--- src/rtl/dm_arbiter_if.sv ---
// Bundle of the two requester ports and the data-memory port around dm_arbiter.
// master: the requesters plus the memory (drives requests and read data).
// slave:  the arbiter (drives acks, captured read data and the memory controls).
interface dm_arbiter_if #(
    parameter int ADDR_W = 7,
    parameter int DATA_W = 8
);
    logic              p0_req;
    logic              p0_we;
    logic [ADDR_W-1:0] p0_addr;
    logic [DATA_W-1:0] p0_wdata;
    logic              p0_ack;
    logic [DATA_W-1:0] p0_rdata;

    logic              p1_req;
    logic              p1_we;
    logic [ADDR_W-1:0] p1_addr;
    logic [DATA_W-1:0] p1_wdata;
    logic              p1_ack;
    logic [DATA_W-1:0] p1_rdata;

    logic [ADDR_W-1:0] dm_addr;
    logic              dm_we;
    logic [DATA_W-1:0] dm_wdata;
    logic [DATA_W-1:0] dm_rdata;

    logic              busy;
    logic              grant_id;

    modport master (
        output p0_req, p0_we, p0_addr, p0_wdata,
        output p1_req, p1_we, p1_addr, p1_wdata,
        output dm_rdata,
        input  p0_ack, p0_rdata, p1_ack, p1_rdata,
        input  dm_addr, dm_we, dm_wdata, busy, grant_id
    );

    modport slave (
        input  p0_req, p0_we, p0_addr, p0_wdata,
        input  p1_req, p1_we, p1_addr, p1_wdata,
        input  dm_rdata,
        output p0_ack, p0_rdata, p1_ack, p1_rdata,
        output dm_addr, dm_we, dm_wdata, busy, grant_id
    );
endinterface

--- src/rtl/dm_arbiter.sv ---
// Two-port arbiter and access sequencer for the 128x8 data memory.
// Port 0 is the SPI datapath, port 1 the local host/debug requester.
// Each transaction runs IDLE -> ACCESS -> CAPTURE -> ACK; every output is registered.
module dm_arbiter #(
    parameter int ADDR_W       = 7,
    parameter int DATA_W       = 8,
    parameter int SPI_PRIORITY = 1,
    parameter int MAX_WAIT     = 15
) (
    input  logic         clk,
    input  logic         reset,
    dm_arbiter_if.slave  bus
);
    localparam logic [3:0] MAX_WAIT_C = 4'(MAX_WAIT);

    typedef enum logic [1:0] {
        IDLE    = 2'd0,
        ACCESS  = 2'd1,
        CAPTURE = 2'd2,
        ACK     = 2'd3
    } state_t;

    state_t            state;
    logic [3:0]        wait_cnt;
    logic              last_grant;
    logic              cur_we;
    logic              grant_r;
    logic              busy_r;
    logic              dm_we_r;
    logic [ADDR_W-1:0] dm_addr_r;
    logic [DATA_W-1:0] dm_wdata_r;
    logic              p0_ack_r;
    logic              p1_ack_r;
    logic [DATA_W-1:0] p0_rdata_r;
    logic [DATA_W-1:0] p1_rdata_r;
    logic              pick_p1;

    // Winner selection for the next IDLE edge: a lone requester always wins; ties use the configured policy.
    always_comb begin
        pick_p1 = 1'b0;
        if (SPI_PRIORITY != 0) begin
            pick_p1 = bus.p1_req && (!bus.p0_req || (wait_cnt == MAX_WAIT_C));
        end else begin
            pick_p1 = bus.p1_req && (!bus.p0_req || !last_grant);
        end
    end

    // Transaction sequencer: grants in IDLE, then walks through access, capture and the one-cycle ack.
    always_ff @(posedge clk or posedge reset) begin
        if (reset) begin
            state      <= IDLE;
            wait_cnt   <= 4'd0;
            last_grant <= 1'b1;
            cur_we     <= 1'b0;
            grant_r    <= 1'b0;
            busy_r     <= 1'b0;
            dm_we_r    <= 1'b0;
            dm_addr_r  <= '0;
            dm_wdata_r <= '0;
            p0_ack_r   <= 1'b0;
            p1_ack_r   <= 1'b0;
            p0_rdata_r <= '0;
            p1_rdata_r <= '0;
        end else begin
            case (state)
                IDLE: begin
                    if (bus.p0_req || bus.p1_req) begin
                        grant_r    <= pick_p1;
                        last_grant <= pick_p1;
                        dm_addr_r  <= pick_p1 ? bus.p1_addr  : bus.p0_addr;
                        dm_wdata_r <= pick_p1 ? bus.p1_wdata : bus.p0_wdata;
                        dm_we_r    <= pick_p1 ? bus.p1_we    : bus.p0_we;
                        cur_we     <= pick_p1 ? bus.p1_we    : bus.p0_we;
                        busy_r     <= 1'b1;
                        if (SPI_PRIORITY != 0) begin
                            if (pick_p1) begin
                                wait_cnt <= 4'd0;
                            end else if (bus.p1_req && (wait_cnt != MAX_WAIT_C)) begin
                                wait_cnt <= wait_cnt + 4'd1;
                            end
                        end
                        state <= ACCESS;
                    end
                end
                ACCESS: begin
                    dm_we_r <= 1'b0;
                    state   <= CAPTURE;
                end
                CAPTURE: begin
                    if (!cur_we) begin
                        if (grant_r) begin
                            p1_rdata_r <= bus.dm_rdata;
                        end else begin
                            p0_rdata_r <= bus.dm_rdata;
                        end
                    end
                    if (grant_r) begin
                        p1_ack_r <= 1'b1;
                    end else begin
                        p0_ack_r <= 1'b1;
                    end
                    state <= ACK;
                end
                ACK: begin
                    p0_ack_r <= 1'b0;
                    p1_ack_r <= 1'b0;
                    busy_r   <= 1'b0;
                    state    <= IDLE;
                end
                default: begin
                    state <= IDLE;
                end
            endcase
        end
    end

    assign bus.dm_addr  = dm_addr_r;
    assign bus.dm_we    = dm_we_r;
    assign bus.dm_wdata = dm_wdata_r;
    assign bus.p0_ack   = p0_ack_r;
    assign bus.p1_ack   = p1_ack_r;
    assign bus.p0_rdata = p0_rdata_r;
    assign bus.p1_rdata = p1_rdata_r;
    assign bus.busy     = busy_r;
    assign bus.grant_id = grant_r;
endmodule

--- src/flat_wrapper.sv ---
// flat-port wrapper written by rule: the top's interface ports become plain ports
module dm_arbiter_flat 
#(
    parameter int ADDR_W       = 7,
    parameter int DATA_W       = 8,
    parameter int SPI_PRIORITY = 1,
    parameter int MAX_WAIT     = 15
)
  (clk, reset, bus_p0_req, bus_p0_we, bus_p0_addr, bus_p0_wdata, bus_p1_req, bus_p1_we, bus_p1_addr, bus_p1_wdata, bus_dm_rdata, bus_p0_ack, bus_p0_rdata, bus_p1_ack, bus_p1_rdata, bus_dm_addr, bus_dm_we, bus_dm_wdata, bus_busy, bus_grant_id);
  dm_arbiter_if #(.ADDR_W(ADDR_W), .DATA_W(DATA_W)) bus_i ();
  input  logic clk;
  input  logic reset;
  input wire logic [$bits(bus_i.p0_req)-1:0] bus_p0_req;
  input wire logic [$bits(bus_i.p0_we)-1:0] bus_p0_we;
  input wire logic [$bits(bus_i.p0_addr)-1:0] bus_p0_addr;
  input wire logic [$bits(bus_i.p0_wdata)-1:0] bus_p0_wdata;
  input wire logic [$bits(bus_i.p1_req)-1:0] bus_p1_req;
  input wire logic [$bits(bus_i.p1_we)-1:0] bus_p1_we;
  input wire logic [$bits(bus_i.p1_addr)-1:0] bus_p1_addr;
  input wire logic [$bits(bus_i.p1_wdata)-1:0] bus_p1_wdata;
  input wire logic [$bits(bus_i.dm_rdata)-1:0] bus_dm_rdata;
  output wire logic [$bits(bus_i.p0_ack)-1:0] bus_p0_ack;
  output wire logic [$bits(bus_i.p0_rdata)-1:0] bus_p0_rdata;
  output wire logic [$bits(bus_i.p1_ack)-1:0] bus_p1_ack;
  output wire logic [$bits(bus_i.p1_rdata)-1:0] bus_p1_rdata;
  output wire logic [$bits(bus_i.dm_addr)-1:0] bus_dm_addr;
  output wire logic [$bits(bus_i.dm_we)-1:0] bus_dm_we;
  output wire logic [$bits(bus_i.dm_wdata)-1:0] bus_dm_wdata;
  output wire logic [$bits(bus_i.busy)-1:0] bus_busy;
  output wire logic [$bits(bus_i.grant_id)-1:0] bus_grant_id;
  assign bus_i.p0_req = bus_p0_req;
  assign bus_i.p0_we = bus_p0_we;
  assign bus_i.p0_addr = bus_p0_addr;
  assign bus_i.p0_wdata = bus_p0_wdata;
  assign bus_i.p1_req = bus_p1_req;
  assign bus_i.p1_we = bus_p1_we;
  assign bus_i.p1_addr = bus_p1_addr;
  assign bus_i.p1_wdata = bus_p1_wdata;
  assign bus_i.dm_rdata = bus_dm_rdata;
  assign bus_p0_ack = bus_i.p0_ack;
  assign bus_p0_rdata = bus_i.p0_rdata;
  assign bus_p1_ack = bus_i.p1_ack;
  assign bus_p1_rdata = bus_i.p1_rdata;
  assign bus_dm_addr = bus_i.dm_addr;
  assign bus_dm_we = bus_i.dm_we;
  assign bus_dm_wdata = bus_i.dm_wdata;
  assign bus_busy = bus_i.busy;
  assign bus_grant_id = bus_i.grant_id;
  dm_arbiter #(.ADDR_W(ADDR_W), .DATA_W(DATA_W), .SPI_PRIORITY(SPI_PRIORITY), .MAX_WAIT(MAX_WAIT)) u_core (.clk(clk), .reset(reset), .bus(bus_i));
endmodule
--- config.mk ---
export PLATFORM = sky130hd
export DESIGN_NAME = dm_arbiter_flat
export DESIGN_NICKNAME = d
export VERILOG_FILES = /design/src/rtl/dm_arbiter_if.sv /design/src/rtl/dm_arbiter.sv /design/src/flat_wrapper.sv
export SDC_FILE = /design/constraint.sdc
export NUM_CORES = 1
export LEC_CHECK = 0
export CAP_MARGIN = 30
export CORE_UTILIZATION = 45
export CTS_BUF_LIST = sky130_fd_sc_hd__clkbuf_4 sky130_fd_sc_hd__clkbuf_8
export DETAILED_ROUTE_END_ITERATION = 8
export PLACE_DENSITY = 0.88
export SLEW_MARGIN = 15
export SYNTH_ARGS = -nofsm -noshare
export SYNTH_HDL_FRONTEND = slang
export SYNTH_SLANG_ARGS = --single-unit
--- constraint.sdc ---
create_clock -name clk -period 2 [get_ports clk]
set_clock_uncertainty 0.15 [all_clocks]
set_input_delay 0.6 -clock clk [delete_from_list [all_inputs] [get_ports clk]]
set_output_delay 0.6 -clock clk [all_outputs]
set_load 0.01 [all_outputs]
Word level (Yosys, flattened, before mapping)
Cells that the tools add are included.
- word-level logic and storage cells: 56
- memories kept: 0
- bits in writable memories: 0
- memory bits (read-only): 0
- bits in registers: 43
- output and inout bits: 36
- latch bits: 0
- magnitude comparators: 0
- shift-type cells: 0
- mux-type cells: 15
- multiply operators: 0
- reductions and logical operators: 18
- $add $sub $neg: 1
- div/mod/pow operators: 0
- bitwise logic cells: 2
- eq/ne operators: 8
- operators by type and width (operator ; count):
    2-bit AND reduction ; 5
    3-bit AND reduction ; 3
    4-bit two-way mux ; 2
    8-bit two-way mux ; 1
    1-bit case mux with 2 select lines ; 4
    2-bit case mux with 4 select lines ; 1
    2-bit nonzero test ; 4
    7-bit two-way mux ; 1
    1-bit two-way mux ; 5
    4-bit by 1-bit adder with 4-bit output, second input constant ; 1
    2-bit equality test, second input constant ; 2
    4-bit equality test, second input constant ; 1
    2-bit by 1-bit != test with 1-bit output, second input constant ; 2
    4-bit != test, second input constant ; 1
    2-bit by 1-bit equality test with 1-bit output, second input constant ; 1
    1-bit logical AND ; 2
    2-bit zero test ; 1
    1-bit logical OR ; 2
    2-bit two-way mux ; 1
    2-bit != test, second input constant ; 1
    1-bit inverter ; 2
    1-bit zero test ; 1

Depth between registers and ports, before layout
- word-level depth: 6
- depth in mapped cells: 8

Worst setup path after synthesis
OpenSTA, ideal clock, no wires.
- path kind: reg-to-reg
- start point: register u_core.state[0]
- end point: register u_core.p0_rdata_r[0], in the netlist u_core.bus.p0_rdata[0]
- setup time: 0.125 ns
- stages on the path, launching flop included: 7
- path buffers: 1
- required time: 1.725 ns
- data arrival time: 1.460 ns
- path slack: 0.265 ns
- period minus slack after synthesis: 1.735 ns
- cell sequence: dfrtp_1 -> inv_1 -> ha_1 -> nor2b_1 -> nor2b_1 -> buf_4 -> mux2_2
- longest elaborated chain between the ends: 2
- ends and longest elaborated chain (what ; line ; RTL):
    start: declaration ; dm_arbiter.sv:23 ; state_t state;
    start signal: assignment ; dm_arbiter.sv:51 ; state <= IDLE;
    start signal: assignment ; dm_arbiter.sv:82 ; state <= ACCESS;
    start signal: assignment ; dm_arbiter.sv:87 ; state <= CAPTURE;
    2-bit equality test ; dm_arbiter.sv:65 ; case (state)
    3-bit AND reduction (no line) ; n/a ;
    end signal: assignment ; dm_arbiter.sv:94 ; p0_rdata_r <= bus.dm_rdata;
    end: declaration ; dm_arbiter.sv:34 ; logic [DATA_W-1:0] p0_rdata_r;
No other way between the ends.
A chain may end at the register's enable or synchronous reset.

Worst setup path in the final report
- start point: register u_core.dm_wdata_r[5], in the netlist u_core.bus.dm_wdata[5]
- end point: output port bus_dm_wdata[5]
- RTL lines (what ; line ; RTL):
    start: declaration ; dm_arbiter.sv:31 ; logic [DATA_W-1:0] dm_wdata_r;
    start signal: assignment ; dm_arbiter.sv:71 ; dm_wdata_r <= pick_p1 ? bus.p1_wdata : bus.p0_wdata;
    end: declaration ; flat_wrapper.sv:28 ; output wire logic [$bits(bus_i.dm_wdata)-1:0] bus_dm_wdata;
No word-level cell between the ends.

==> summary.md <==
| Metric | Value |
|---|---|
| TNS Setup | 0 ns |
| EDFF count, synth | 0 |
| Die Height | 68.8 um |
| Worst endpoint required time | 1.25 ns |
| Maximum number of pins on one net before global-route repair | 44 |
| Final ANT Viol Nets | 0 |
| Total gr overflow | 0 |
| Synthesized Nets | 238 |
| Core area | 4140 um^2 |
| VDD IR-drop max | 0.747 mV |
| Drt wl/cell | 15.1 um |
| Most frequent cells in the layout | clkdlybuf4s50_1 (63), dfrtp_1 (43), nand2_1 (37) |
| Worst Setup Start Kind | flop |
| Routed wl met2 | 2490 um |
| Num ports | 80 |
| Post-synthesis register bit count | 43 |
| # DRC | 0 |
| Switching power | 1460 uW |
| Bufs and invs on worst path | 1 |
| Detailed placement HPWL | 3650 um |
| Cells after Synth | 189 |
| Slew margin rel. | 0.721 |
| Tmin final | 1.96 ns |
| Cts bufs inserted | 5 |
| Reg clk slew, reported paths | 0.08 ns |
| CP Capture Type | output port |
| Initial core utilization | 0.484 |
| Clk buf depth | 2 |
| DIE AREA | 4730 um^2 |
| Worst-skew pair later-pin latency | 0.30 ns |
| Synth Flop Type | dfrtp_1 |
| Highest routed layer | met4 |
| Max Slew Vio Count | 0 |
| Post-Route WL | 5020 um |
| Asr flop ratio synth | 1.00 |
| CP Cell Sequence | clkdlybuf4s50_1 |
| Final Cycle Share | 0.978 |
| Antenna diode count | 0 |
| Yosys cell types | 28 |
| Clock root cell | clkbuf_8 |
| TritonCTS clock tree | yes |
| Synth Area per Inst | 10.6 um^2 |
| Clock Sinks | 43 |
| Combinational power share | 0.498 |
| Initial antenna violation count | 0 |
| Register area share after synthesis | 0.536 |
| Final setup viols | 0 |
| Routability congestion estimate | 0.795 |
| Unrepaired setup endpoints after global routing | no |
| GRT Total Usage | 0.226 |
| Delay-heaviest family, CP | buffers and inverters |
| Worst Tran Pin Value | 0.417 ns |
| CP arrival | 1.21 ns |
| Layout cells sized above 1 | 0.170 |
| Final Hold Fails | 0 |
| First-pass GRT wire length | 7760 um |
| Setup CP Type | reg2out |
| PwrDens | 1340 nW/um^2 |
| Drt first pass iters | 5 |
| Vias/cell | 5.33 |
| Ys Warns | 0 |
| Most common cell after layout, fill and taps aside | clkdlybuf4s50_1 |
| Htree depth | 2 |
| M1 wire length | 2090 um |
| Critical-path top delay cell | clkdlybuf4s50_1 |
| # nets final | 330 |
| Area delta synth->final | 54.2% |
| Leak | 0.00144 uW |
| Hold Crit Class | reg2reg |
| Max frequency | 0.511 GHz |
| Total Power | 4160 uW |
| Port bufs | 79 |
| Setup Slack @ Placement | -0.129 ns |
| Routed length on met3 | 393 um |
| Initial DRC count | 88 |
| Switch share | 0.350 |
| Max cap viols | 0 |
| DP Cell Count | 324 |
| Final std cells w/o fill | 332 |
| Max incr delay on CP | 0.54 ns |
| Pint | 2710 uW |
| Die Wd | 68.8 um |
| Via count | 1771 |
| Post-Synthesis Cell Area | 2010 um^2 |
| Fin worst setup slack | 0.0439 ns |
| Vias in the first global route | 1758 |
| Register share of total power | 0.369 |
| # rows | 23 |
| Crit-path max FO | 2 |
| Status | completed |
| Post-CTS setup buffer count | 0 |
| Clock share of power | 0.133 |
final timing paths:
kind	start	endpoint	slack [ns]	depth (start not counted)
max in group asynchronous	reset	u_core.state[1]$_DFFE_PP0P_	1.01	3
hold / removal	u_core.bus.dm_addr[6]$_DFFE_PP0P_	u_core.bus.dm_addr[6]$_DFFE_PP0P_	0.35	2
hold reg to reg	u_core.bus.dm_addr[6]$_DFFE_PP0P_	u_core.bus.dm_addr[6]$_DFFE_PP0P_	0.35	2
setup reg to reg	u_core.state[0]$_DFFE_PP0P_	u_core.bus.p0_rdata[2]$_DFFE_PP0P_	0.14	6
min in group asynchronous	reset	u_core.bus.p1_rdata[2]$_DFFE_PP0P_	0.49	3
setup / recovery	u_core.bus.dm_wdata[5]$_DFFE_PP0P_	bus_dm_wdata[5]	0.04	1
area by class of cell:
cell class	count	area, um^2
clock inverters	3	20.0
flip-flops and latches	43	1080
inverters	6	22.5
repair buffers	97	1000
well taps	50	62.6
clock buffers	5	68.8
fillers	309	1050
multi-input cells	128	845
registers in the layout, indices dropped and copies added (netlist names):
| name | cells |
|---|---|
| u_core.wait_cnt | 4 |
| u_core.bus.dm_addr | 7 |
| u_core.state | 2 |
| u_core.bus.busy | 1 |
| u_core.cur_we | 1 |
| u_core.bus.grant_id | 1 |
| u_core.bus.dm_we | 1 |
| u_core.bus.p1_rdata | 8 |
| u_core.bus.dm_wdata | 8 |
| u_core.bus.p1_ack | 1 |
| u_core.bus.p0_ack | 1 |
| u_core.bus.p0_rdata | 8 |
kinds of logic (layout without fill, tap and decap cells):
logic type	after synthesis	after routing	share of synthesized area
buffers and inverters	18	111	0.0455
DFF	43	43	0.536
AOI/OAI and AO/OA	34	34	0.115
and+or+nand+nor	71	71	0.172
muxes	18	18	0.100
adders and majority gates	5	5	0.0312
synth_stat cells (all sizes together), types with 2 or more instances:
| library cell | instances | area (um^2) |
|---|---|---|
| nor2 | 2 | 7.51 |
| ha | 5 | 62.6 |
| nand4 | 17 | 106 |
| nand2b | 2 | 12.5 |
| mux2 | 17 | 191 |
| inv | 6 | 22.5 |
| dfrtp | 43 | 1080 |
| o211ai | 16 | 120 |
| nand2 | 37 | 139 |
| nand3 | 4 | 20.0 |
| clkbuf | 3 | 11.3 |
| o21ai | 12 | 67.6 |
| nor2b | 3 | 18.8 |
| a21oi | 2 | 10.0 |
| buf | 9 | 57.6 |
metal layers:
metal / vias up / track usage
li1: 856 / -
met1: 840 / 0.269
met4: 0 / 0.0740
met2: 68 / 0.379
met3: 7 / 0.0806
met5: - / 0
power by group through the flow:
stage          clock network [uW]  registers, uW  logic [uW]
3_5_place_dp                    0           1560        2130
3_3_place_gp                    0           1530        2070
5_1_grt                       599           1600        2290
6_report                      552           1530        2070
2_1_floorplan                   0           1700         857
4_1_cts                       563           1540        2120
timing repair:
action / in CTS / in global routing
hold buffers: 0 / 0
resized for setup: 1 / 17
endpoints found under the setup margin: 1 / 23
metrics by stage:
stage / cell area [um^2] / hold WS [ns] / utilization
6_report: 3090 / 0.349 / 0.747
4_1_cts: 3050 / 0.354 / 0.736
3_5_place_dp: 2960 / 0.339 / 0.715
2_1_floorplan: 2010 / 0.325 / -
3_3_place_gp: 2960 / 0.327 / 0.715
5_1_grt: 3090 / 0.365 / 0.747
Note: power is estimated with default switching activity, not from simulation.
